[config.mk]
export PLATFORM = sky130hd
export DESIGN_NAME = reduce_egress
export DESIGN_NICKNAME = d
export VERILOG_FILES = /design/src/rtl/reduce_egress.sv
export SDC_FILE = /design/constraint.sdc
export NUM_CORES = 1
export LEC_CHECK = 0
export ABC_AREA = 1
export BUFFER_PORTS_ARGS = -buffer_cell sky130_fd_sc_hd__buf_2
export CAP_MARGIN = 20
export CORE_AREA = 10 10 257 259
export DETAILED_ROUTE_END_ITERATION = 8
export DIE_AREA = 0 0 267 269
export HOLD_SLACK_MARGIN = 0.1
export PLACE_DENSITY_LB_ADDON = 0.2
export SLEW_MARGIN = 30
export SYNTH_ARGS = -nofsm -noshare
export SYNTH_HDL_FRONTEND = slang
export SYNTH_SLANG_ARGS = --single-unit
[constraint.sdc]
create_clock -name clk -period 3.9 [get_ports clk]
set_input_delay 0.39 -clock clk [delete_from_list [all_inputs] [get_ports clk]]
set_output_delay 0.39 -clock clk [all_outputs]
set_load 0.05 [all_outputs]
[src/rtl/reduce_egress.sv]
// rtl/reduce_egress.sv - Egress queue and dimension-ordered output stage for completed reduction packets
//
// Ports:
//   clk        in   1          rising-edge clock
//   rst        in   1          asynchronous active-low reset
//   in_flit    in   FlitWidth  completed reduction packet
//   in_valid   in   1          in_flit valid (reduction unit done pulse)
//   in_ready   out  1          queue has a free entry
//   out_flit   out  FlitWidth  flit presented to the router
//   out_port   out  3          next-hop port for out_flit
//   out_valid  out  1          out_flit/out_port valid
//   out_ready  in   1          router accepts out_flit
//   fifo_count out  3          occupied queue entries
//   drop_count out  8          flits lost to overflow, saturating
module reduce_egress #(
    parameter logic [2:0] rank_x    = 3'b0,
    parameter logic [2:0] rank_y    = 3'b0,
    parameter logic [2:0] rank_z    = 3'b0,
    parameter int         FlitWidth = 73,
    parameter int         FifoDepth = 4
) (
    input  logic                 clk,
    input  logic                 rst,
    input  logic [FlitWidth-1:0] in_flit,
    input  logic                 in_valid,
    output logic                 in_ready,
    output logic [FlitWidth-1:0] out_flit,
    output logic [2:0]           out_port,
    output logic                 out_valid,
    input  logic                 out_ready,
    output logic [2:0]           fifo_count,
    output logic [7:0]           drop_count
);

    localparam int AddrWidth  = (FifoDepth > 1) ? $clog2(FifoDepth) : 1;
    localparam int CountWidth = $clog2(FifoDepth + 1);
    localparam logic [CountWidth-1:0] DepthCount = CountWidth'(FifoDepth);

    typedef enum logic {
        IDLE,
        SEND
    } state_t;

    state_t state_q;
    state_t state_d;

    logic [FlitWidth-1:0]  mem [FifoDepth];
    logic [AddrWidth-1:0]  wr_ptr;
    logic [AddrWidth-1:0]  rd_ptr;
    logic [CountWidth-1:0] count;
    logic [7:0]            drops;
    logic                  push;
    logic                  drop;
    logic                  load;
    logic [FlitWidth-1:0]  head;

    // Dimension-ordered routing on a non-wrapping mesh: resolve X, then Y, then Z.
    function automatic logic [2:0] route(input logic [8:0] dst);
        logic [2:0] dz;
        logic [2:0] dy;
        logic [2:0] dx;
        dz = dst[8:6];
        dy = dst[5:3];
        dx = dst[2:0];
        if (dx > rank_x)      route = 3'd0;
        else if (dx < rank_x) route = 3'd1;
        else if (dy > rank_y) route = 3'd2;
        else if (dy < rank_y) route = 3'd3;
        else if (dz > rank_z) route = 3'd4;
        else if (dz < rank_z) route = 3'd5;
        else                  route = 3'd6;
    endfunction

    // in_ready looks only at the registered count, so a same-cycle pop never frees a slot early.
    assign in_ready   = (count < DepthCount);
    assign push       = in_valid && in_flit[FlitWidth-1] && in_ready;
    assign drop       = in_valid && in_flit[FlitWidth-1] && !in_ready;
    assign head       = mem[rd_ptr];
    assign out_valid  = (state_q == SEND);
    assign fifo_count = 3'(count);
    assign drop_count = drops;

    always_comb begin
        state_d = state_q;
        load    = 1'b0;
        case (state_q)
            IDLE: begin
                if (count != '0) begin
                    load    = 1'b1;
                    state_d = SEND;
                end
            end
            SEND: begin
                if (out_ready) begin
                    if (count != '0) load = 1'b1;
                    else             state_d = IDLE;
                end
            end
            default: state_d = IDLE;
        endcase
    end

    always_ff @(posedge clk or negedge rst) begin
        if (!rst) state_q <= IDLE;
        else      state_q <= state_d;
    end

    // Storage is not reset; only the pointers and count define what is queued.
    always_ff @(posedge clk) begin
        if (push) mem[wr_ptr] <= in_flit;
    end

    always_ff @(posedge clk or negedge rst) begin
        if (!rst) begin
            wr_ptr <= '0;
            rd_ptr <= '0;
            count  <= '0;
        end else begin
            if (push) wr_ptr <= wr_ptr + AddrWidth'(1);
            if (load) rd_ptr <= rd_ptr + AddrWidth'(1);
            case ({push, load})
                2'b10:   count <= count + CountWidth'(1);
                2'b01:   count <= count - CountWidth'(1);
                default: count <= count;
            endcase
        end
    end

    always_ff @(posedge clk or negedge rst) begin
        if (!rst) begin
            drops <= '0;
        end else if (drop && drops != 8'hFF) begin
            drops <= drops + 8'd1;
        end
    end

    always_ff @(posedge clk or negedge rst) begin
        if (!rst) begin
            out_flit <= '0;
            out_port <= '0;
        end else if (load) begin
            out_flit <= head;
            out_port <= route(head[71:63]);
        end
    end

endmodule

# [Yosys cells after proc, flatten, opt, wreduce, memory -nomap -nowiden]
# Memories as Yosys holds them, arrays and structs flattened.
# Index checks and enable logic that the tools add are counted.
[word_totals] register_bits=92 latch_bits=0 ramBits=292 mem_bits_ro=0 input_bits=77 out_inout_bits=89 mem_count=1
[classes] addsub=5 multipliers=0 div=0 magnitude_cmp=7 n_eq_ne=3 shift=0 muxes=14 bitwise_logic=1 n_reduce_logical=7
[memory_table] memory="mem" words=4 word_bits=73 rd=1 rd_ports_with_merged_regs=0 write_ports=1 line="47" source="logic [FlitWidth-1:0] mem [FifoDepth];"
[ops] operator="3-bit two-way mux" count=4
[ops] operator="3-bit by 1-bit > comparator with 1-bit output (second input constant)" count=3
[ops] operator="3-bit by 1-bit < comparator with 1-bit output (second input constant)" count=3
[ops] operator="8-bit by 1-bit adder with 8-bit output (second input constant)" count=1
[ops] operator="8-bit inequality test (second input constant)" count=1
[ops] operator="3-bit one-hot mux with 2 select lines" count=1
[ops] operator="1-bit two-way mux" count=5
[ops] operator="2-bit by 1-bit adder with 2-bit output (second input constant)" count=2
[ops] operator="1-bit logical AND" count=4
[ops] operator="2-bit two-way mux" count=2
[ops] operator="1-bit one-hot mux with 2 select lines" count=2
[ops] operator="3-bit by 1-bit adder with 3-bit output (second input constant)" count=1
[ops] operator="3-bit < comparator (second input constant)" count=1
[ops] operator="3-bit nonzero test" count=1
[ops] operator="3-bit by 1-bit subtractor with 3-bit output (second input constant)" count=1
[ops] operator="2-bit by 1-bit == test with 1-bit output (second input constant)" count=1
[ops] operator="2-bit == test (second input constant)" count=1
[ops] operator="2-bit nonzero test" count=1
[ops] operator="1-bit logical NOT" count=1
[ops] operator="1-bit NOT" count=1

# [Logic depth before layout (Yosys ltp)]
# An unclocked memory read counts as a cell.
[logic_depth] word_depth=8 mapped_depth=11 depth_no_buf=9

# [Least setup slack after synthesis]
# Ideal clock, no wire load.
[synth_path] path_type="register to register" from="reg count[2], in the netlist fifo_count[2]" to="mem mem[0][0] (enable)" setup_ns=0.505 arrival_time_ns=4.490 t_required_ns=3.395 setup_slack_ns=-1.095 path_stages_with_launch=4 path_buffers=0 cell_sequence="dfrtp_1 > inv_1 > nand3_1 > nor2_1"
[synth_between] elab_chain_len=4
[synth_lines] item="start, declared" line="50" source="logic [CountWidth-1:0] count;"
[synth_lines] item="start signal, assigned" line="122" source="2'b10: count <= count + CountWidth'(1);"
[synth_lines] item="start signal, assigned" line="123" source="2'b01: count <= count - CountWidth'(1);"
[synth_lines] item="start signal, assigned" line="124" source="default: count <= count;"
[synth_lines] item="3-bit < comparator" line="75" source="assign in_ready = (count < DepthCount);"
[synth_lines] item="net in_ready" line="26" source="output logic in_ready,"
[synth_lines] item="1-bit logical AND" line="76" source="assign push = in_valid && in_flit[FlitWidth-1] && in_ready;"
[synth_lines] item="1-bit two-way mux" line="110" source="if (push) mem[wr_ptr] <= in_flit;"
[synth_lines] item="1-bit two-way mux (not written as such)" line="110"
[synth_lines] item="end, declared" line="47"
# The timed path passes the listed nets, and every way through them passes these cells.

# [Worst setup path in the final report]
[layout_path] from="reg count[2], in the netlist fifo_count[2]" to="mem mem[1][67] (enable)"
[layout_between] elab_chain_len=4
[layout_lines] item="3-bit < comparator" line="75"
[layout_lines] item="1-bit logical AND" line="76"
[layout_lines] item="1-bit two-way mux" line="110"
[layout_lines] item="1-bit two-way mux (not written as such)" line="110"
# Every way passes these cells.

==> flow_summary.toml <==
[status]
status = "completed"

[timing]
skew_ns = 0.02337
final-setup-viol-count = 0
whs_ns = 0.4434
rsz0062_at_grt = "no"
setup_ws_ns = 1.628
timing.final.max_slew_violations = 0
max_slew_margin_pct = 38.05
min_period_over_period_pct = 58.25
hold_viol = 0
fmax_mhz = 440.2
worst_pin_slew_ns = 0.9292
period_needed_ns = 2.272

[worst_setup_path]
reg2reg_depth = 4
worstReg2RegStart = "fifo_count[2]"
worstSetupEndpointType = "flip-flop"
crit_fanout = 25
crit_chain = "inv_1 > nand3_1 > nor2_4 > buf_4"
regToRegEndpoint = "mem[1][67]"
max_stage_delay_ns = 0.46
critPathLaunchType = "flip-flop"
critPathSlowestCell = "nand3_1"
arrival_ns = 2.48
critPathRequiredTime_ns = 4.11
criticalPathCategory = "flip-flop to flip-flop"
r2r_slack_ns = 1.63
startpoint = "fifo_count[2]"

[clock_network]
cts_tree = "yes"
cts_root_buf = "clkbuf_16"
clkTransAtPathRegs_ns = 0.06
clock-sinks = 383
post_cts_resized = 0
htreeDepth = 2
cts_hold_buf = 75
clockBufferDepth = 3
cts_setup_buffers = 0
cts_buffers = 46
clk_latency_ns = 0.57

[synthesis]
yosys_warnings = 0
synth.yosys.seq_area_share_pct = 76.34
syn_area_mm2 = 0.01447
synth-seq-cells = 383
yosysTopAreaCell = "edfxtp_1"
synthTopCellsByArea = "edfxtp_1 61%, dfrtp_1 16%, nor2_1 8.7%, o21ai_0 4.9%, a31oi_1 2.8%"
synth_cell_types = 24
syn_inst = 1138
syn_area_per_cell_um2 = 12.71
syn_nets = 1222
synthDominantCellAreaShare_pct = 60.60

[die]
num_rows = 91
chipHeight_um = 269
initial_utilization_pct = 23.71
die-area_mm2 = 0.07182
ios = 166
core-area_mm2 = 0.06103
die_w_um = 267

[route]
routed_via_density = 4.196
drt_iter0_drc = 448
wl_per_cell_um = 17.90
drc = 0
via_count = 9273
totalWireLength_um = 39560
antenna_left = 0
drtPass1Iterations = 4

[grt]
first_global_vias = 9698
grt_max_degree = 134
grt.overflow.total = 0
track_usage_pct = 11.00
grt_pass1_wl_um = 60360
antenna_found_initial = 2

[pwr]
peakVddDrop_mv = 0.4089
power.density_mw_per_mm2 = 815.5
p_leak_uw = 0.006809

[place]
port_buffers = 164
dpl.cell_count = 2048
dpl.hpwl_um = 21720
place_ws_ns = 1.508
gp_congestion = 0.7015

[finish]
nets = 1466
fin_cells = 2210
drive_above_1_share_pct = 19.08
syn2layout_area_growth_pct = 28.58
antennaDiodeCount = 0

[job]
cap_viol_max_count = 0

[min_path]
holdCritPathClass = "input port to asynchronous set/reset pin"
==> stage by stage <==
step / util, % / setup TNS [ns] / total power, uW / instance area, um^2
floorplan: - / -319.87 / 9212 / 14470
global placement: 26.56 / 0 / 10800 / 16210
detailed placement: 26.56 / 0 / 10830 / 16210
CTS: 30.44 / 0 / 15480 / 18580
global route: 30.48 / 0 / 16160 / 18600
finish: 30.48 / 0 / 15170 / 18600
==> cells in the final DEF, fill, tap and decap left out, types with 4 or more instances in the layout <==
cell / instances
nand2_1: 85
nand3_1: 20
o21ai_0: 143
xor2_1: 8
clkbuf_1: 5
inv_1: 15
clkbuf_16: 49
a31oi_1: 64
clkbuf_8: 6
bufinv_16: 6
dfrtp_1: 89
nor2_1: 331
edfxtp_1: 292
buf_4: 17
clkinv_1: 7
buf_12: 4
ha_1: 6
clkinv_2: 8
buf_2: 163
dlygate4sd3_1: 75
nor2_4: 5
==> kinds of logic after synthesis <==
| kind of cell | after synthesis | synth area share [%] |
|---|---|---|
| simple gates | 444 | 11.84 |
| flops | 383 | 76.34 |
| compound gates | 210 | 7.835 |
| buf+inv | 82 | 2.638 |
| xor+xnor | 11 | 0.6659 |
| fa+ha+maj | 7 | 0.6572 |
| other cells | 1 | 0.02592 |
==> critical path: cells and delay by family (launching register included) <==
| family | cells | cell delay [ns] |
|---|---|---|
| buffers and inverters | 2 | 0.58 |
| AND/OR/NAND/NOR | 2 | 0.92 |
| flip-flops | 1 | 0.39 |
==> worst max-delay path by stage <==
stage | end | slack [ns]
floorplan | mem[0][0] | -1.10
global placement | mem[1][1] | 1.53
detailed placement | mem[1][52] | 1.51
CTS | mem[1][3] | 1.53
global route | mem[1][66] | 1.42
finish | mem[1][67] | 1.63
==> cell type report <==
class / count / area (um^2)
tap: 790 / 988.4
fill: 6253 / 42420
clock inverter: 26 / 290.3
timing repair buffer: 260 / 1802
inverter: 18 / 71.32
multi-input combinational: 673 / 3072
sequential: 383 / 11050
clock buffer: 60 / 1328
==> per-layer routing <==
metal | track usage (%) | part of all wire (%) | routed length (um) | up-vias
met3 | 2.972 | 4.9 | 1936 | 55
met2 | 18.25 | 47 | 18550 | 158
met5 | 0 | 0.053 | 21 | -
li1 | - | - | - | 4492
met1 | 13.96 | 46 | 18340 | 4564
met4 | 2.933 | 1.8 | 716 | 4
==> power by group <==
group	total (uW)	internal, uW	switching [uW]
logic	5150	1310	3840
registers	5530	5090	437
clock network	4490	2790	1700
total	15200	9190	5980
==> cell usage after synthesis <==
cell type	n
nor2_1	335
edfxtp_1	292
o21ai_0	143
dfrtp_1	91
nand2_1	85
a31oi_1	64
clkbuf_1	21
buf_2	20
nand3_1	20
inv_1	15
buf_1	11
buf_4	11
xor2_1	8
ha_1	6
inv_2	3
xnor2_1	3
a21oi_1	2
nor3_2	2
buf_6	1
conb_1	1
fa_1	1
nor2_4	1
nor3_1	1
o21a_1	1
==> sequential cells by signal (all words and copies together), names as in the netlist <==
register	cells
out_port	2
out_valid	1
drop_count	8
out_flit	73
fifo_count	3
mem	292
wr_ptr	2
rd_ptr	2
Power figures use the tool's default switching activity.
